[src/rtl/if_queue.sv]
// Instruction fetch queue: DEPTH-entry FWFT FIFO of {pc, instr} between fetch and decode.
// Latency: a push at edge N is visible on D_* after edge N; there is no same-cycle bypass.
// Backpressure: F_ready drops while full, even if a pop happens that cycle; empty outputs read as nop.
module if_queue #(
   parameter int DEPTH = 4
) (
   input  logic                     clk,
   input  logic                     reset,
   input  logic                     F_valid,
   input  logic [31:0]              F_pc,
   input  logic [31:0]              F_instr,
   output logic                     F_ready,
   output logic                     D_valid,
   output logic [31:0]              D_pc,
   output logic [31:0]              D_instr,
   input  logic                     D_ready,
   input  logic                     flush,
   output logic [$clog2(DEPTH):0]   occupancy
);

   localparam int PW = $clog2(DEPTH);
   localparam int CW = PW + 1;

   typedef struct packed {
      logic [31:0] pc;
      logic [31:0] instr;
   } entry_t;

   entry_t          mem [DEPTH];
   logic [PW-1:0]   rd_ptr;
   logic [PW-1:0]   wr_ptr;
   logic [CW-1:0]   count;
   logic            push;
   logic            pop;

   // Handshakes are decoded from registered count only, so a full queue
   // refuses a push even when decode drains the head in the same cycle.
   assign F_ready   = (count != CW'(DEPTH));
   assign D_valid   = (count != '0);
   assign push      = F_valid && F_ready;
   assign pop       = D_valid && D_ready;
   assign occupancy = count;
   assign D_pc      = D_valid ? mem[rd_ptr].pc    : 32'h0000_0000;
   assign D_instr   = D_valid ? mem[rd_ptr].instr : 32'h0000_0000;

   always_ff @(posedge clk) begin
      if (push) begin
         mem[wr_ptr] <= '{pc: F_pc, instr: F_instr};
      end
   end

   always_ff @(posedge clk) begin
      if (reset || flush) begin
         rd_ptr <= '0;
         wr_ptr <= '0;
         count  <= '0;
      end else begin
         if (push) begin
            wr_ptr <= wr_ptr + PW'(1);
         end
         if (pop) begin
            rd_ptr <= rd_ptr + PW'(1);
         end
         case ({push, pop})
            2'b10:   count <= count + CW'(1);
            2'b01:   count <= count - CW'(1);
            default: count <= count;
         endcase
      end
   end

endmodule

[config.mk]
export PLATFORM = sky130hd
export DESIGN_NAME = if_queue
export DESIGN_NICKNAME = d
export VERILOG_FILES = /design/src/rtl/if_queue.sv
export SDC_FILE = /design/constraint.sdc
export NUM_CORES = 1
export LEC_CHECK = 0
export ABC_AREA = 1
export CORE_MARGIN = 8
export CORE_UTILIZATION = 54
export DETAILED_ROUTE_END_ITERATION = 10
export PLACE_DENSITY = 0.83
export REMOVE_ABC_BUFFERS = 1
export SYNTH_ARGS = -nofsm -noshare
export SYNTH_HDL_FRONTEND = slang
export SYNTH_SLANG_ARGS = --single-unit
[constraint.sdc]
create_clock -name clk -period 5.5 [get_ports clk]
set_clock_uncertainty 0.05 [all_clocks]
set_input_delay 1.1 -clock clk [delete_from_list [all_inputs] [get_ports clk]]
set_output_delay 1.1 -clock clk [all_outputs]
set_load 0.05 [all_outputs]
== Word-level counts from Yosys, hierarchy flattened ==
Memory sizes are Yosys's and may differ from the RTL's. A register that Yosys moved wholly into a read port is not among the register bits.
Cells that the tools add are included.

* Memory bits (read-only): 0
* Flip-flop bits (word level): 7
* Bits in writable memories: 256
* Memories kept: 1
* Bits in latches: 0

{| class="wikitable"
|+ Memories
! memory !! words !! bits a word !! read ports !! clocked after Yosys merged registers in !! write ports !! RTL line !! RTL
|-
| mem || 4 || 64 || 1 || 1 || 1 || 29 || <nowiki>entry_t mem [DEPTH];</nowiki>
|}

* Add/subtract/negate cells: 4
* Shift operators: 0
* Reductions and logical operators: 5
* $mul: 0
* Eq/ne operators: 3
* Order comparisons: 0
* Divide/modulo/power cells: 0
* Mux-type cells: 7
* Bitwise operators: 0

{| class="wikitable"
|+ Operators by type and width
! kind !! count
|-
| 32-bit two-way mux || 2
|-
| 3-bit one-hot mux with 2 select lines || 1
|-
| 2-bit by 1-bit adder with 2-bit output, second input constant || 2
|-
| 2-bit two-way mux || 2
|-
| 3-bit by 1-bit adder with 3-bit output, second input constant || 1
|-
| 3-bit != test, second input constant || 1
|-
| 3-bit nonzero test || 1
|-
| 3-bit by 1-bit subtractor with 3-bit output, second input constant || 1
|-
| 2-bit by 1-bit equality test with 1-bit output, second input constant || 1
|-
| 2-bit equality test, second input constant || 1
|-
| 1-bit logical AND || 2
|-
| 1-bit two-way mux || 2
|-
| 2-bit nonzero test || 1
|-
| 1-bit logical OR || 1
|}

== Depth between registers and ports, before layout ==
Gate-level depths: netlist of the first run.

* Depth in word-level cells: 4
* Mapped depth: 13
* Depth with buffers taken out: 13

== Worst setup path after synthesis of the first run ==
OpenSTA, ideal clock, no wires.

* Path type: flip-flop to flip-flop
* From: register count[1] (netlist: occupancy[1])
* To: memory mem[0][0] (netlist name), enable pin
* Library setup time: 0.487 ns
* Slack: 0.803 ns
* Arrival: 4.160 ns
* Required time: 4.963 ns
* Stages on the path, launching flop included: 5
* Path through: dfxtp_1 > nor2_1 > nand2_1 > nand2_1 > nor2_1

* Longest elaborated chain between the ends: 4

{| class="wikitable"
|+ Ends and longest elaborated chain
! item !! RTL line !! RTL
|-
| start, declared || 32 || <nowiki>logic [CW-1:0] count;</nowiki>
|-
| start signal, assigned || 65 || <nowiki>2'b10: count <= count + CW'(1);</nowiki>
|-
| start signal, assigned || 66 || <nowiki>2'b01: count <= count - CW'(1);</nowiki>
|-
| start signal, assigned || 67 || <nowiki>default: count <= count;</nowiki>
|-
| 3-bit != test || 38 || <nowiki>assign F_ready = (count != CW'(DEPTH));</nowiki>
|-
| via F_ready || 12 || <nowiki>output logic F_ready,</nowiki>
|-
| 1-bit logical AND || 40 || <nowiki>assign push = F_valid && F_ready;</nowiki>
|-
| 1-bit two-way mux || 47 || <nowiki>if (push) begin</nowiki>
|-
| 1-bit two-way mux (implied by the code) || 48 || <nowiki>mem[wr_ptr] <= '{pc: F_pc, instr: F_instr};</nowiki>
|-
| end, declared || 29 ||
|}

The timed path passes the listed nets, and every way through them passes these cells.

==> results of run 1 <==
-- worst paths after layout --
kind,slack [ns],start,endpoint
min,0.46,wr_ptr[1],wr_ptr[1]
min reg2reg,0.46,wr_ptr[1],wr_ptr[1]
max reg2reg,2.88,occupancy[0],mem[0][15]
max,0.99,flip-flop,D_pc[6]
-- flip-flops by register name, summed over array words and instances, names as in the netlist, named ones only --
name,count
rd_ptr,2
mem,256
wr_ptr,2
occupancy,3
-- metal layers --
layer | up-vias | GRT usage [%] | wire (um)
li1 | 3170 | - | -
met1 | 3216 | 23.2 | 9340
met2 | 258 | 32.4 | 11200
met5 | - | 0 | 13
met3 | 32 | 4.15 | 1760
met4 | 2 | 4.57 | 336
-- worst reg2reg max path, delay by kind of cell (launching register included) --
family | cells | cell delay, ns
buffers and inverters | 1 | 0.53
and+or+nand+nor | 4 | 1.29
DFF | 1 | 0.40
-- power by group through the flow --
stage	sequential (W)	combinational [W]	clock (W)
2_1_floorplan	0.00233	0.000257	0
3_3_place_gp	0.00233	0.000463	0
3_5_place_dp	0.00233	0.000469	0
4_1_cts	0.00229	0.000473	0.00160
5_1_grt	0.00229	0.000501	0.00168
6_report	0.00229	0.000469	0.00158
-- metrics by stage --
stage               hold WS (ns)  power, W  setup WS (ns)  area (sq um)  util, %
global placement           0.438   0.00279           1.61         11900     63.4
CTS                        0.455   0.00436          0.973         12700     67.4
detailed placement         0.446   0.00280           1.54         11900     63.4
global route               0.474   0.00447          0.775         12700     67.4
floorplan                  0.414   0.00259        -0.0556         10100        -
finish                     0.456   0.00434          0.990         12700     67.4
-- final cells by class --
type | count | area [sq um]
flip-flops and latches | 265 | 7870
fillers | 1300 | 6140
multi-input cells | 493 | 2190
repair buffers | 150 | 1470
clock buffers | 39 | 721
well taps | 260 | 325
inverters | 19 | 72.6
clock inverters | 9 | 38.8
-- kinds of logic (layout without fill, tap and decap cells) --
kind of cell / count (synthesis) / after routing / synth area share (%)
AOI/OAI and AO/OA: 198 / 198 / 9.52
buffers and inverters: 66 / 217 / 3.58
adders and majority gates: 6 / 6 / 0.794
DFF: 265 / 265 / 75.6
and+or+nand+nor: 289 / 289 / 10.5
-- placed cells by master (no fill, tap or decap), drive strengths merged --
master         count
fa                 1
edfxtp           256
nand2             17
clkdlybuf4s50    137
buf               13
clkinv            10
a21oi             69
dfxtp              9
inv               18
o21ai            129
nor2             267
nand3              5
ha                 5
clkbuf            39
==> flow_metrics.tcl, run 1 <==
set metrics [dict create \
    status "finished, final reports clean" \
    wl_per_cell_um 18.4 \
    ys_seq_area_share_pct 75.6 \
    slew_headroom_pct 31.9 \
    setup_viol 0 \
    p_int_w 0.00332 \
    syn_inst 824 \
    max_stage_delay_ns 0.84 \
    grt_pass1_vias 6766 \
    critPathTopFamily "buffers and inverters" \
    clk_latency_ns 0.51 \
    antenna_cells 0 \
    initialDrtViolationCount 412 \
    antenna_found_initial 1 \
    grt_pass1_wl_um 35300 \
    power.leakage_nw 4.29 \
    synthFlopType "edfxtp_1" \
    critPathMaxFanout 41 \
    ant_nets 0 \
    gp_congestion 0.741 \
    finalNetCount 1030 \
    io_pins 138 \
    fp.dieH_um 155 \
    drt_wl_total_um 22700 \
    max_cap_violations 0 \
    cp.required_ns 4.35 \
    cts.sinks 265 \
    yosysUniqueCellTypes 17 \
    fp.dieW_um 155 \
    yosysTopAreaCell "edfxtp_1" \
    p_clk_share_pct 36.5 \
    synth.avg_cell_area_sq_um 12.6 \
    dp_cells 1187 \
    startpoint_type "flip-flop" \
    h-tree-depth 1 \
    synthesis.area_sq_um 10400 \
    cts_resized 0 \
    power.density_nw_per_um2 342 \
    port_buffers 137 \
    final-hold-violation-count 0 \
    fp-row-count 50 \
    cp.depth 6 \
    path_buf_inv 3 \
    min_period_ns 4.51 \
    root_buffer "clkbuf_16" \
    worstMarginPinSlew_ns 1.02 \
    synth_edf_count 256 \
    tns_ns 0 \
    ir_drop_v 0.000286 \
    yosys-top-cells-area "edfxtp_1 74%, nor2_1 9.6%, o21ai_0 5.7%, a21oi_1 3.3%, dfxtp_1 1.7%" \
    critPathSlowestCell "clkdlybuf4s50_1" \
    critPathKind "reg -> out" \
    ys_ff_latch 265 \
    path_clk_slew_ns 0.06 \
    worstPathCellList "inv_2 > buf_4 > nor2_1 > o21ai_0 > a21oi_1 > clkdlybuf4s50_1" \
    fin_cells 1235 \
    yosysMostFrequentCell "nor2_1" \
    rsz0062_at_grt "false" \
    drc_errors 0 \
    syn2layout_area_growth_pct 22.0 \
    cp-end-kind "output port" \
    rr_worst_depth 5 \
    drive_gt1_share_pct 5.44 \
    switching_share_pct 23.4 \
    vias 6678 \
    globalRouteTotalUtil_pct 18.6 \
    clock_path_buffers 3 \
    cts-hold-fix-buffers 0 \
    numCtsBuffers 26 \
    hold_path_class "reg -> reg" \
    synth_top_area_share_pct 73.9 \
    share_seq_of_total_power_pct 52.7 \
    core_sq_um 18800 \
    cts_tree "built" \
    avgViaCountPerCell 5.41 \
    grt_max_degree 85 \
    die-area_sq_um 24000 \
    p_comb_share_pct 10.8 \
    p_sw_w 0.00102 \
    final-max-slew-violation-count 0 \
    fin_crit_sh_pct 82.0 \
    yosys_warnings 0 \
    cp.arrival_ns 3.36 \
    start_util_pct 55.3 \
    grt-ovfl-total 0 \
    hold_depth 2 \
    hpwlAfterDp_um 12900 \
    max_freq_mhz 222 \
    async_flop_share_pct 0 \
    netlist_top_cells_count "267 x nor2_1, 256 x edfxtp_1, 119 x o21ai_0" \
    first_pass_iters 4 \
    postCtsSetupRepairBufs 0 \
]
No activity file was read; power rests on OpenSTA's default activity.
==> run 2: changes to the inputs <==
--- a/config.mk
+++ b/config.mk
@@ -7,9 +7,9 @@
 export LEC_CHECK = 0
 export ABC_AREA = 1
 export CORE_MARGIN = 8
-export CORE_UTILIZATION = 54
+export CORE_UTILIZATION = 49
 export DETAILED_ROUTE_END_ITERATION = 10
-export PLACE_DENSITY = 0.83
+export PLACE_DENSITY = 0.8
 export REMOVE_ABC_BUFFERS = 1
 export SYNTH_ARGS = -nofsm -noshare
 export SYNTH_HDL_FRONTEND = slang
==> constraint.sdc (replaced) <==
create_clock -name clk -period 3.9 [get_ports clk]
set_clock_uncertainty 0.05 [all_clocks]
set_input_delay 0.78 -clock clk [delete_from_list [all_inputs] [get_ports clk]]
set_output_delay 0.78 -clock clk [all_outputs]
set_load 0.05 [all_outputs]
==> run 2 against run 1 <==
Effect of this change:
- wire length fell by 0.95%
- critical path depth did not move
- count of clock-buffer cells in the layout rose by 2
- worst setup slack got worse by 0.39 ns
- utilization fell by 5.2 points
- largest power group unchanged
- highest routed layer unchanged
==> flow_metrics.tcl, run 2 (synthesis results as in run 1) <==
set metrics [dict create \
    status "finished, final reports clean" \
    worstMarginPinSlew_ns 0.826 \
    rr_worst_depth 11 \
    vias 6660 \
    fillers 1558 \
    rrSetupSlack_ns 1.70 \
    ant_nets 0 \
    cts-hold-fix-buffers 0 \
    largest_register_ffs 256 \
    drive_gt1_share_pct 12.0 \
    finalNetCount 1030 \
    clock_path_buffers 3 \
    globalRouteTotalUtil_pct 16.8 \
    ir_drop_v 0.000394 \
    power.density_nw_per_um2 475 \
    setup_viol 0 \
    root_buffer "clkbuf_16" \
    wl_per_cell_um 18.0 \
    fin_crit_sh_pct 84.7 \
    final-max-slew-violation-count 0 \
    clk_latency_ns 0.51 \
    r2r-end "occupancy[2]" \
    power.leakage_nw 4.54 \
    gp_congestion 0.766 \
    final_cell_mix "263 x nor2_1, 256 x edfxtp_1, 119 x o21ai_0, 73 x clkdlybuf4s50_1, 69 x a21oi_1" \
    first_pass_iters 5 \
    final-hold-violation-count 0 \
    cts_resized 0 \
    fp.dieW_um 162 \
    avgViaCountPerCell 5.34 \
    start_util_pct 49.7 \
    max_cap_violations 0 \
    core_sq_um 21000 \
    hold-path-endpoint "wr_ptr[1]" \
    critPathMaxFanout 70 \
    startpoint_type "flip-flop" \
    syn2layout_area_growth_pct 25.3 \
    dpl_cell_area_sq_um 12300 \
    antenna_found_initial 1 \
    rsz0062_at_grt "false" \
    fin_cells 1248 \
    worstHoldStart "wr_ptr[1]" \
    r2r_start "occupancy[1]" \
    cts.sinks 265 \
    grt_pass1_wl_um 34900 \
    hold_depth 2 \
    final_common_cell "nor2_1" \
    drc_errors 0 \
    h-tree-depth 1 \
    slew_headroom_pct 45.0 \
    cp.required_ns 3.07 \
    dp_cells 1202 \
    grt-ovfl-total 0 \
    grt_pass1_vias 6791 \
    hold_path_class "reg -> reg" \
    cts_tree "built" \
    min_period_ns 3.30 \
    die-area_sq_um 26200 \
    drt_wl_total_um 22500 \
    max_freq_mhz 303 \
    cp.arrival_ns 2.47 \
    antenna_cells 0 \
    path_clk_slew_ns 0.06 \
    design_area_sq_um 13000 \
    initialDrtViolationCount 525 \
    hpwlAfterDp_um 12900 \
    largest_register "mem" \
    cp-end-kind "output port" \
    critPathKind "reg -> out" \
    io_pins 138 \
    fp.dieH_um 162 \
    grt_max_degree 115 \
    fp-row-count 53 \
    port_buffers 137 \
    postCtsSetupRepairBufs 0 \
    numCtsBuffers 26 \
]
==> run 2: cell count changes in the layout (fill, tap and decap cells not counted) <==
cell	previous run	this run
clkbuf_8	0	2
clkinv_1	5	3
clkinv_2	5	3
clkdlybuf4s50_1	137	73
buf_12	0	38
buf_4	13	39
==> run 2: how the worst max path moves through the flow <==
stage	start	endpoint	slack, ns	cells past startpoint
finish	flip-flop	D_instr[4]	0.60	6
detailed placement	F_valid	occupancy[2]	1.09	10
floorplan	flip-flop	D_instr[30]	-1.34	3
global route	flip-flop	D_instr[12]	0.41	6
global placement	F_valid	occupancy[2]	1.14	11
CTS	flip-flop	D_instr[12]	0.58	6
==> run 2: where the power goes <==
group / leakage [nW] / switching, W / total [W] / internal, W
Combinational: 1.74 / 0.000469 / 0.000739 / 0.000270
Sequential: 2.43 / 0.0000190 / 0.00322 / 0.00320
Clock: 0.374 / 0.000935 / 0.00224 / 0.00131
==> run 2: metal layers <==
metal	vias up	global-route usage [%]	wire length (um)
li1	3160	-	-
met4	2	5.26	505
met3	41	4.10	1750
met2	252	28.8	11100
met5	-	0	13
met1	3205	20.5	9110
==> run 2: layout make-up <==
type | instances | area (sq um) | area share (%)
Sequential cell | 265 | 7870 | 60.4
Multi-Input combinational cell | 493 | 2190 | 16.8
Timing Repair Buffer | 150 | 1780 | 13.7
Clock buffer | 41 | 748 | 5.74
Tap cell | 275 | 344 | 2.64
Inverter | 19 | 72.6 | 0.557
Clock inverter | 5 | 21.3 | 0.163
==> run 2: per-stage QoR <==
stage	utilization (%)	setup TNS [ns]	hold WS [ns]	setup slack, ns	total power [W]
floorplan	-	-287.11	0.414	-1.34	0.00365
global placement	58.5	0	0.436	1.14	0.00400
detailed placement	58.5	0	0.446	1.09	0.00402
CTS	62.2	0	0.455	0.576	0.00624
global route	62.2	0	0.486	0.408	0.00640
finish	62.2	0	0.459	0.597	0.00620
==> run 2: worst max-delay path: stages, from the launching register on <==
cell and delay (ns):
dfxtp_4 0.44, buf_4 0.62, nor2_1 0.11, nor2_1 0.11
o21ai_0 0.10, a21oi_1 0.37, buf_12 0.19
